===== config.mk =====
export PLATFORM = sky130hd
export DESIGN_NAME = matmul_ctrl
export DESIGN_NICKNAME = d
export VERILOG_FILES = /design/src/rtl/matmul_pkg.sv /design/src/rtl/mm_xbuf.sv /design/src/rtl/matmul_ctrl.sv
export SDC_FILE = /design/constraint.sdc
export NUM_CORES = 1
export LEC_CHECK = 0
export BUFFER_PORTS_ARGS = -buffer_cell sky130_fd_sc_hd__buf_2
export CAP_MARGIN = 0
export CORE_AREA = 2 2 162 164
export DETAILED_ROUTE_END_ITERATION = 10
export DIE_AREA = 0 0 164 166
export PLACE_DENSITY = 0.79
export SLEW_MARGIN = 30
export SYNTH_ARGS = -nofsm -noshare
export SYNTH_HDL_FRONTEND = slang
export SYNTH_SLANG_ARGS = --single-unit
export TNS_END_PERCENT = 10

===== constraint.sdc =====
create_clock -name clk -period 4.9 [get_ports clk]
set_clock_uncertainty 0.2 [all_clocks]
set_input_delay 0.735 -clock clk [delete_from_list [all_inputs] [get_ports clk]]
set_output_delay 0.735 -clock clk [all_outputs]
set_load 0.02 [all_outputs]

===== src/rtl/matmul_pkg.sv =====
// Shared types and constants for the matmul_ctrl sequencer: FSM state
// encoding, matrix geometry, lane/word widths and X lane zero-extension.
package matmul_pkg;

  localparam int DATA_W     = 8;                 // input element width
  localparam int COEF_W     = 7;                 // coefficient width
  localparam int ACC_W      = 18;                // accumulator lane width
  localparam int XLANE_W    = DATA_W + 1;        // zero-extended X lane
  localparam int LANES      = 4;
  localparam int K          = 8;                 // MACs per output row
  localparam int ROWS       = 4;                 // output rows per matrix
  localparam int PIPE_DEPTH = 2;                 // issue -> mac_en latency
  localparam int ROW_W      = LANES * DATA_W;    // one X buffer row
  localparam int ROM_W      = 2 * COEF_W;        // two coefficients per word
  localparam int ROM_AW     = 4;
  localparam int XB_AW      = 3;                 // X buffer address width
  localparam int ISSUE_W    = 5;                 // issue index width
  localparam int OUT_AW     = 2;
  localparam int OUT_W      = LANES * ACC_W;

  localparam logic [XB_AW-1:0]   ROW_IDX_LAST = XB_AW'(K - 1);
  localparam logic [ISSUE_W-1:0] ISSUE_LAST   = ISSUE_W'(K * ROWS - 1);
  localparam logic [OUT_AW-1:0]  WR_ROW_LAST  = OUT_AW'(ROWS - 1);

  typedef enum logic [2:0] {
    IDLE,
    LOAD,
    COMPUTE,
    DRAIN,
    DONE
  } state_t;

  // Pick one element lane (0-based) out of a buffer row and zero-extend it.
  function automatic logic [XLANE_W-1:0] x_lane(input logic [ROW_W-1:0] row,
                                                input int lane);
    return {1'b0, row[lane*DATA_W +: DATA_W]};
  endfunction

endpackage


===== src/rtl/mm_xbuf.sv =====
// X row buffer: 8 x 32-bit register file, one write port used while the
// matrix streams in and one registered read port feeding pipeline stage 1.
module mm_xbuf
  import matmul_pkg::*;
(
  input  logic             clk,
  input  logic             rst,
  input  logic             wr_en,
  input  logic [XB_AW-1:0] wr_addr,
  input  logic [ROW_W-1:0] wr_data,
  input  logic             rd_en,
  input  logic [XB_AW-1:0] rd_addr,
  output logic [ROW_W-1:0] rd_data
);

  logic [ROW_W-1:0] mem [K];

  // Storage write port.
  // NOTE: the array has no reset; its contents are always written before
  // being read, and leaving it out keeps it a plain register file.
  always_ff @(posedge clk) begin
    if (wr_en) begin
      mem[wr_addr] <= wr_data;
    end
  end

  // Registered read port (pipeline stage 1).
  always_ff @(posedge clk or negedge rst) begin
    if (!rst) begin
      rd_data <= '0;
    end else if (rd_en) begin
      rd_data <= mem[rd_addr];
    end
  end

endmodule


===== src/rtl/matmul_ctrl.sv =====
// matmul_ctrl: loads an 8x4 X matrix from a valid/ready stream, walks the
// 32-entry coefficient sequence (16 ROM words), drives the 4-lane MAC
// datapath with ROM latency compensated and writes one result row every
// 8 MACs. Optional status ports (err_start, frame_cnt) are enabled by
// defining MATMUL_CTRL_STATUS_EN.
module matmul_ctrl
  import matmul_pkg::*;
(
  input  logic               clk,
  input  logic               rst,
  input  logic               start,
  output logic               busy,
  output logic               done,
  input  logic               in_valid,
  output logic               in_ready,
  input  logic [ROW_W-1:0]   in_data,
  output logic               rom_en,
  output logic [ROM_AW-1:0]  rom_addr,
  input  logic [ROM_W-1:0]   rom_data,
  output logic               mac_en,
  output logic               mac_first,
  output logic [COEF_W-1:0]  coef,
  output logic [XLANE_W-1:0] x1,
  output logic [XLANE_W-1:0] x2,
  output logic [XLANE_W-1:0] x3,
  output logic [XLANE_W-1:0] x4,
  input  logic [ACC_W-1:0]   mu1,
  input  logic [ACC_W-1:0]   mu2,
  input  logic [ACC_W-1:0]   mu3,
  input  logic [ACC_W-1:0]   mu4,
  output logic               out_we,
  output logic [OUT_AW-1:0]  out_addr,
  output logic [OUT_W-1:0]   out_data
`ifdef MATMUL_CTRL_STATUS_EN
  ,
  output logic               err_start,
  output logic [7:0]         frame_cnt
`endif
);

  localparam int S2 = PIPE_DEPTH - 1;  // index of the presentation stage

  state_t state, state_nxt;

  logic [ISSUE_W-1:0]    k_cnt;        // issue index 0..31
  logic [XB_AW-1:0]      ld_cnt;       // buffer row being loaded
  logic [OUT_AW-1:0]     wr_row;       // next result row to write
  logic                  issue;
  logic                  load_acc;
  logic [ROW_W-1:0]      xrow_s1;
  logic [PIPE_DEPTH-1:0] vld_pipe;
  logic [PIPE_DEPTH-1:0] odd_pipe;
  logic [PIPE_DEPTH-1:0] first_pipe;
  logic [PIPE_DEPTH-1:0] last_pipe;
  logic                  we_r;

  assign issue    = (state == COMPUTE);
  assign load_acc = (state == LOAD) && in_valid;

  // State register.
  // NOTE: sequential state is updated with non-blocking assignments so every
  // flop samples pre-edge values regardless of block ordering.
  always_ff @(posedge clk or negedge rst) begin
    if (!rst) begin
      state <= IDLE;
    end else begin
      state <= state_nxt;
    end
  end

  // Next-state decode and state-derived control outputs.
  // NOTE: every signal gets a default before the case so no path leaves it
  // unassigned, which would otherwise infer a latch.
  always_comb begin
    state_nxt = state;
    busy      = 1'b0;
    in_ready  = 1'b0;
    rom_en    = 1'b0;
    done      = 1'b0;
    unique case (state)
      IDLE: begin
        if (start) state_nxt = LOAD;
      end
      LOAD: begin
        busy     = 1'b1;
        in_ready = 1'b1;
        if (in_valid && ld_cnt == ROW_IDX_LAST) state_nxt = COMPUTE;
      end
      COMPUTE: begin
        busy   = 1'b1;
        rom_en = 1'b1;
        if (k_cnt == ISSUE_LAST) state_nxt = DRAIN;
      end
      DRAIN: begin
        busy = 1'b1;
        if (we_r && wr_row == WR_ROW_LAST) state_nxt = DONE;
      end
      DONE: begin
        busy      = 1'b1;
        done      = 1'b1;
        state_nxt = IDLE;
      end
      default: state_nxt = IDLE;
    endcase
  end

  // Load, issue and write-row counters; all return to 0 by themselves at the
  // end of a matrix and are also cleared when a new matrix is started.
  always_ff @(posedge clk or negedge rst) begin
    if (!rst) begin
      k_cnt  <= '0;
      ld_cnt <= '0;
      wr_row <= '0;
    end else begin
      if (state == IDLE && start) begin
        k_cnt  <= '0;
        ld_cnt <= '0;
        wr_row <= '0;
      end
      if (load_acc) ld_cnt <= ld_cnt + 1'b1;
      if (issue)    k_cnt  <= k_cnt + 1'b1;
      if (we_r)     wr_row <= wr_row + 1'b1;
    end
  end

  // Coefficient word holds indices 2a and 2a+1, so the word address is k/2.
  assign rom_addr = k_cnt[ISSUE_W-1:1];

  mm_xbuf u_xbuf (
    .clk     (clk),
    .rst     (rst),
    .wr_en   (load_acc),
    .wr_addr (ld_cnt),
    .wr_data (in_data),
    .rd_en   (issue),
    .rd_addr (k_cnt[XB_AW-1:0]),
    .rd_data (xrow_s1)
  );

  // Side-band flags travelling alongside the ROM/buffer read latency.
  always_ff @(posedge clk or negedge rst) begin
    if (!rst) begin
      vld_pipe   <= '0;
      odd_pipe   <= '0;
      first_pipe <= '0;
      last_pipe  <= '0;
    end else begin
      vld_pipe   <= {vld_pipe[PIPE_DEPTH-2:0], issue};
      odd_pipe   <= {odd_pipe[PIPE_DEPTH-2:0], k_cnt[0]};
      first_pipe <= {first_pipe[PIPE_DEPTH-2:0], k_cnt[XB_AW-1:0] == '0};
      last_pipe  <= {last_pipe[PIPE_DEPTH-2:0], k_cnt[XB_AW-1:0] == ROW_IDX_LAST};
    end
  end

  // Stage 2: select the coefficient half and register it with the X lanes.
  always_ff @(posedge clk or negedge rst) begin
    if (!rst) begin
      coef <= '0;
      x1   <= '0;
      x2   <= '0;
      x3   <= '0;
      x4   <= '0;
    end else if (vld_pipe[0]) begin
      coef <= odd_pipe[0] ? rom_data[ROM_W-1:COEF_W] : rom_data[COEF_W-1:0];
      x1   <= x_lane(xrow_s1, 0);
      x2   <= x_lane(xrow_s1, 1);
      x3   <= x_lane(xrow_s1, 2);
      x4   <= x_lane(xrow_s1, 3);
    end
  end

  assign mac_en    = vld_pipe[S2];
  assign mac_first = vld_pipe[S2] && first_pipe[S2];

  // Result write fires the cycle after a group's last MAC, once mu holds the
  // finished sum; it overlaps the next group's mac_first harmlessly.
  always_ff @(posedge clk or negedge rst) begin
    if (!rst) begin
      we_r <= 1'b0;
    end else begin
      we_r <= vld_pipe[S2] && last_pipe[S2];
    end
  end

  assign out_we   = we_r;
  assign out_addr = wr_row;
  assign out_data = we_r ? {mu4, mu3, mu2, mu1} : '0;

`ifdef MATMUL_CTRL_STATUS_EN
  // Sticky start-while-busy flag and completed-matrix counter.
  always_ff @(posedge clk or negedge rst) begin
    if (!rst) begin
      err_start <= 1'b0;
      frame_cnt <= '0;
    end else begin
      if (start && state != IDLE) err_start <= 1'b1;
      if (state == DONE)          frame_cnt <= frame_cnt + 1'b1;
    end
  end
`endif

endmodule

==> results.toml <==
[cells_and_area]
mostFrequentLayoutCell = "edfxtp_1"
fin_nets = 1192
most-common-layout-cells = "edfxtp_1 (256), buf_2 (244), mux2_2 (96)"
drive_gt1_share_pct = 43.7
fill_cells = 1787
synthToLayoutAreaGrowth_pct = 18.9

[logic_synthesis]
yosys.area.top_type = "edfxtp_1"
synth-edff-count = 256
synth_cells = 820
synthFlopType = "edfxtp_1"
synthTopCellsByArea = "edfxtp_1 (55%), dfrtp_1 (16%), mux2_2 (7.7%)"
synthesis.area_um2 = 14000
synth_seq_cells = 348
synth_cell_types = 39
yosys_warnings = 0
avgSynthCellArea_um2 = 17.1
synth_async_sr_flop_share_pct = 26.4
synth_top_area_share_pct = 54.8
seq_area_frac_synth_pct = 71.2

[timing]
fin_crit_ns = 3.24
holdWs_ns = 0.104
hold_viol_final = 0
fmaxAchievable_ghz = 0.309
slew-limit-headroom_pct = 43.5
fin_crit_sh_pct = 66.1
slew_violations = 0
setup-tns-final_ns = 0
rsz0062_at_grt = "no"
tightest_slew_ns = 0.847
final-setup-viol-count = 0

[grt]
grt_max_degree = 78
use_met2_pct = 38.8
overflow = 0
grt_pass1_wl_um = 45900
antenna_found_initial = 1
track_usage_pct = 22.3
busiest_layer = "met2"
grtUsageMet1_pct = 27.6
first_global_vias = 8118
grtUsageMet3_pct = 3.15

[floorplanning]
die_area_um2 = 27200
fp.dieW_um = 164
fp.coreArea_um2 = 25600
die_h_um = 166
row_count = 59
initial_core_util_pct = 54.8
io_pins = 250

[clocking]
ctsHoldBuffers = 0
cts_buffers = 34
clock_latency_ns = 0.51
cts_buffer_depth = 3
postCtsSetupBuffers = 0
clk_root_buffer_cell = "clkbuf_16"
htreeDepth = 2
clkSinkCount = 348
clk_pin_slew_ns = 0.06
cts_tree = "done"
cts_resized = 0

[outcome]
status = "finished clean"

[power_and_ir_drop]
leakagePower_nw = 6.68
power.density_nw_per_um2 = 340
p_total_mw = 5.68
irDropWorstVdd_v = 0.000287

[placed_design]
dp.final_hpwl_um = 19800
port_buffers = 245
gp_congestion = 0.717

[routing]
via_per_inst = 5.52
drt_wl_total_um = 30100
drt-wirelength-per-cell_um = 21.1
ant_nets = 0
firstDrtPassIters = 5
drc = 0
vias = 7860
dr.first_iter.drc_count = 539

[worst_setup_path]
path_class = "flip-flop to primary output"
crit_path_max_fanout = 38
worst_ep_required_time_ns = 3.96
worstSetupEndpointType = "primary output"
worst_r2r_path_depth = 4
startpoint_type = "flip-flop"
worstPathArrival_ns = 2.31

[worst_hold_path]
hold_class = "input port to async pin"

[flow_run]
drv_cap = 0
## power breakdown
| part | total (mW) | internal [mW] | switching, mW |
|---|---|---|---|
| combinational | 0.0970 | 0.0357 | 0.0613 |
| sequential | 3.17 | 3.17 | 0 |
| clock | 2.41 | 1.39 | 1.02 |
| total | 5.68 | 4.59 | 1.08 |
## stage by stage
| step | util (%) | cells | instance area, µm² | setup WS (ns) |
|---|---|---|---|---|
| 2_1_floorplan | - | 823 | 14000 | 0.912 |
| 3_3_place_gp | 60.5 | 1356 | 15500 | 1.80 |
| 3_5_place_dp | 61.2 | 1362 | 15700 | 2.16 |
| 4_1_cts | 65.1 | 1423 | 16700 | 1.62 |
| 5_1_grt | 65.1 | 1424 | 16700 | 1.52 |
| 6_report | 65.1 | 1424 | 16700 | 1.66 |
## critical path: stages (launching register included)
cell and delay, ns:
dfrtp_1 0.47, or3b_4 0.68, clkinv_8 0.37, buf_2 0.28
## registers in the layout, indices dropped and copies added, names as in the netlist
signal          count
coef                7
first_pipe          2
k_cnt               5
last_pipe           2
ld_cnt              3
odd_pipe            1
out_addr            2
out_we              1
state               3
u_xbuf.mem        256
u_xbuf.rd_data     32
vld_pipe            2
x1                  8
x2                  8
x3                  8
x4                  8
## worst paths after layout
kind                                     from            endpoint  slack, ns
worst max-delay path                 state[1]              rom_en       1.66
worst min-delay path                      rst               x1[2]       0.10
worst max register to register       k_cnt[0]  u_xbuf.rd_data[16]       2.43
worst min register to register  first_pipe[0]       first_pipe[1]       0.15
max in group asynchronous                 rst               x2[0]       3.32
min in group clk                first_pipe[0]       first_pipe[1]       0.15
## logic make-up after synthesis
family,after synthesis,synth area share [%]
flops,348,71.2
simple gates,182,6.69
buf+inv,60,2.74
other cells,1,0.0267
compound gates,83,5.15
mux,137,13.5
xor+xnor,2,0.125
fa+ha+maj,7,0.624
## cells in the mapped netlist (all sizes together), types with 4 or more instances
library cell,n
o221ai,32
dfrtp,92
mux2,96
mux2i,9
buf,42
nand2b,4
mux4,32
o21ai,35
clkbuf,14
ha,7
a22o,6
a21oi,8
and2,76
nor2,46
edfxtp,256
nand2,41
## per-layer routing
| layer | share of wire, % | vias up |
|---|---|---|
| met3 | 5.6 | 67 |
| met4 | 4.5 | 0 |
| met1 | 39 | 3931 |
| met5 | 0 | - |
| met2 | 51 | 292 |
| li1 | - | 3570 |
## cell type report
class                   count  area [µm²]  share of cell area [%]
clock inverters            10        75.1                   0.450
well taps                 335         419                    2.51
inverters                   4        27.5                   0.165
multi-input cells         415        3750                    22.4
diodes                      1        2.50                  0.0150
repair buffers            260        1470                    8.83
flip-flops and latches    348       10000                    59.9
clock buffers              51         946                    5.67
No activity file was read; power rests on OpenSTA's default activity.
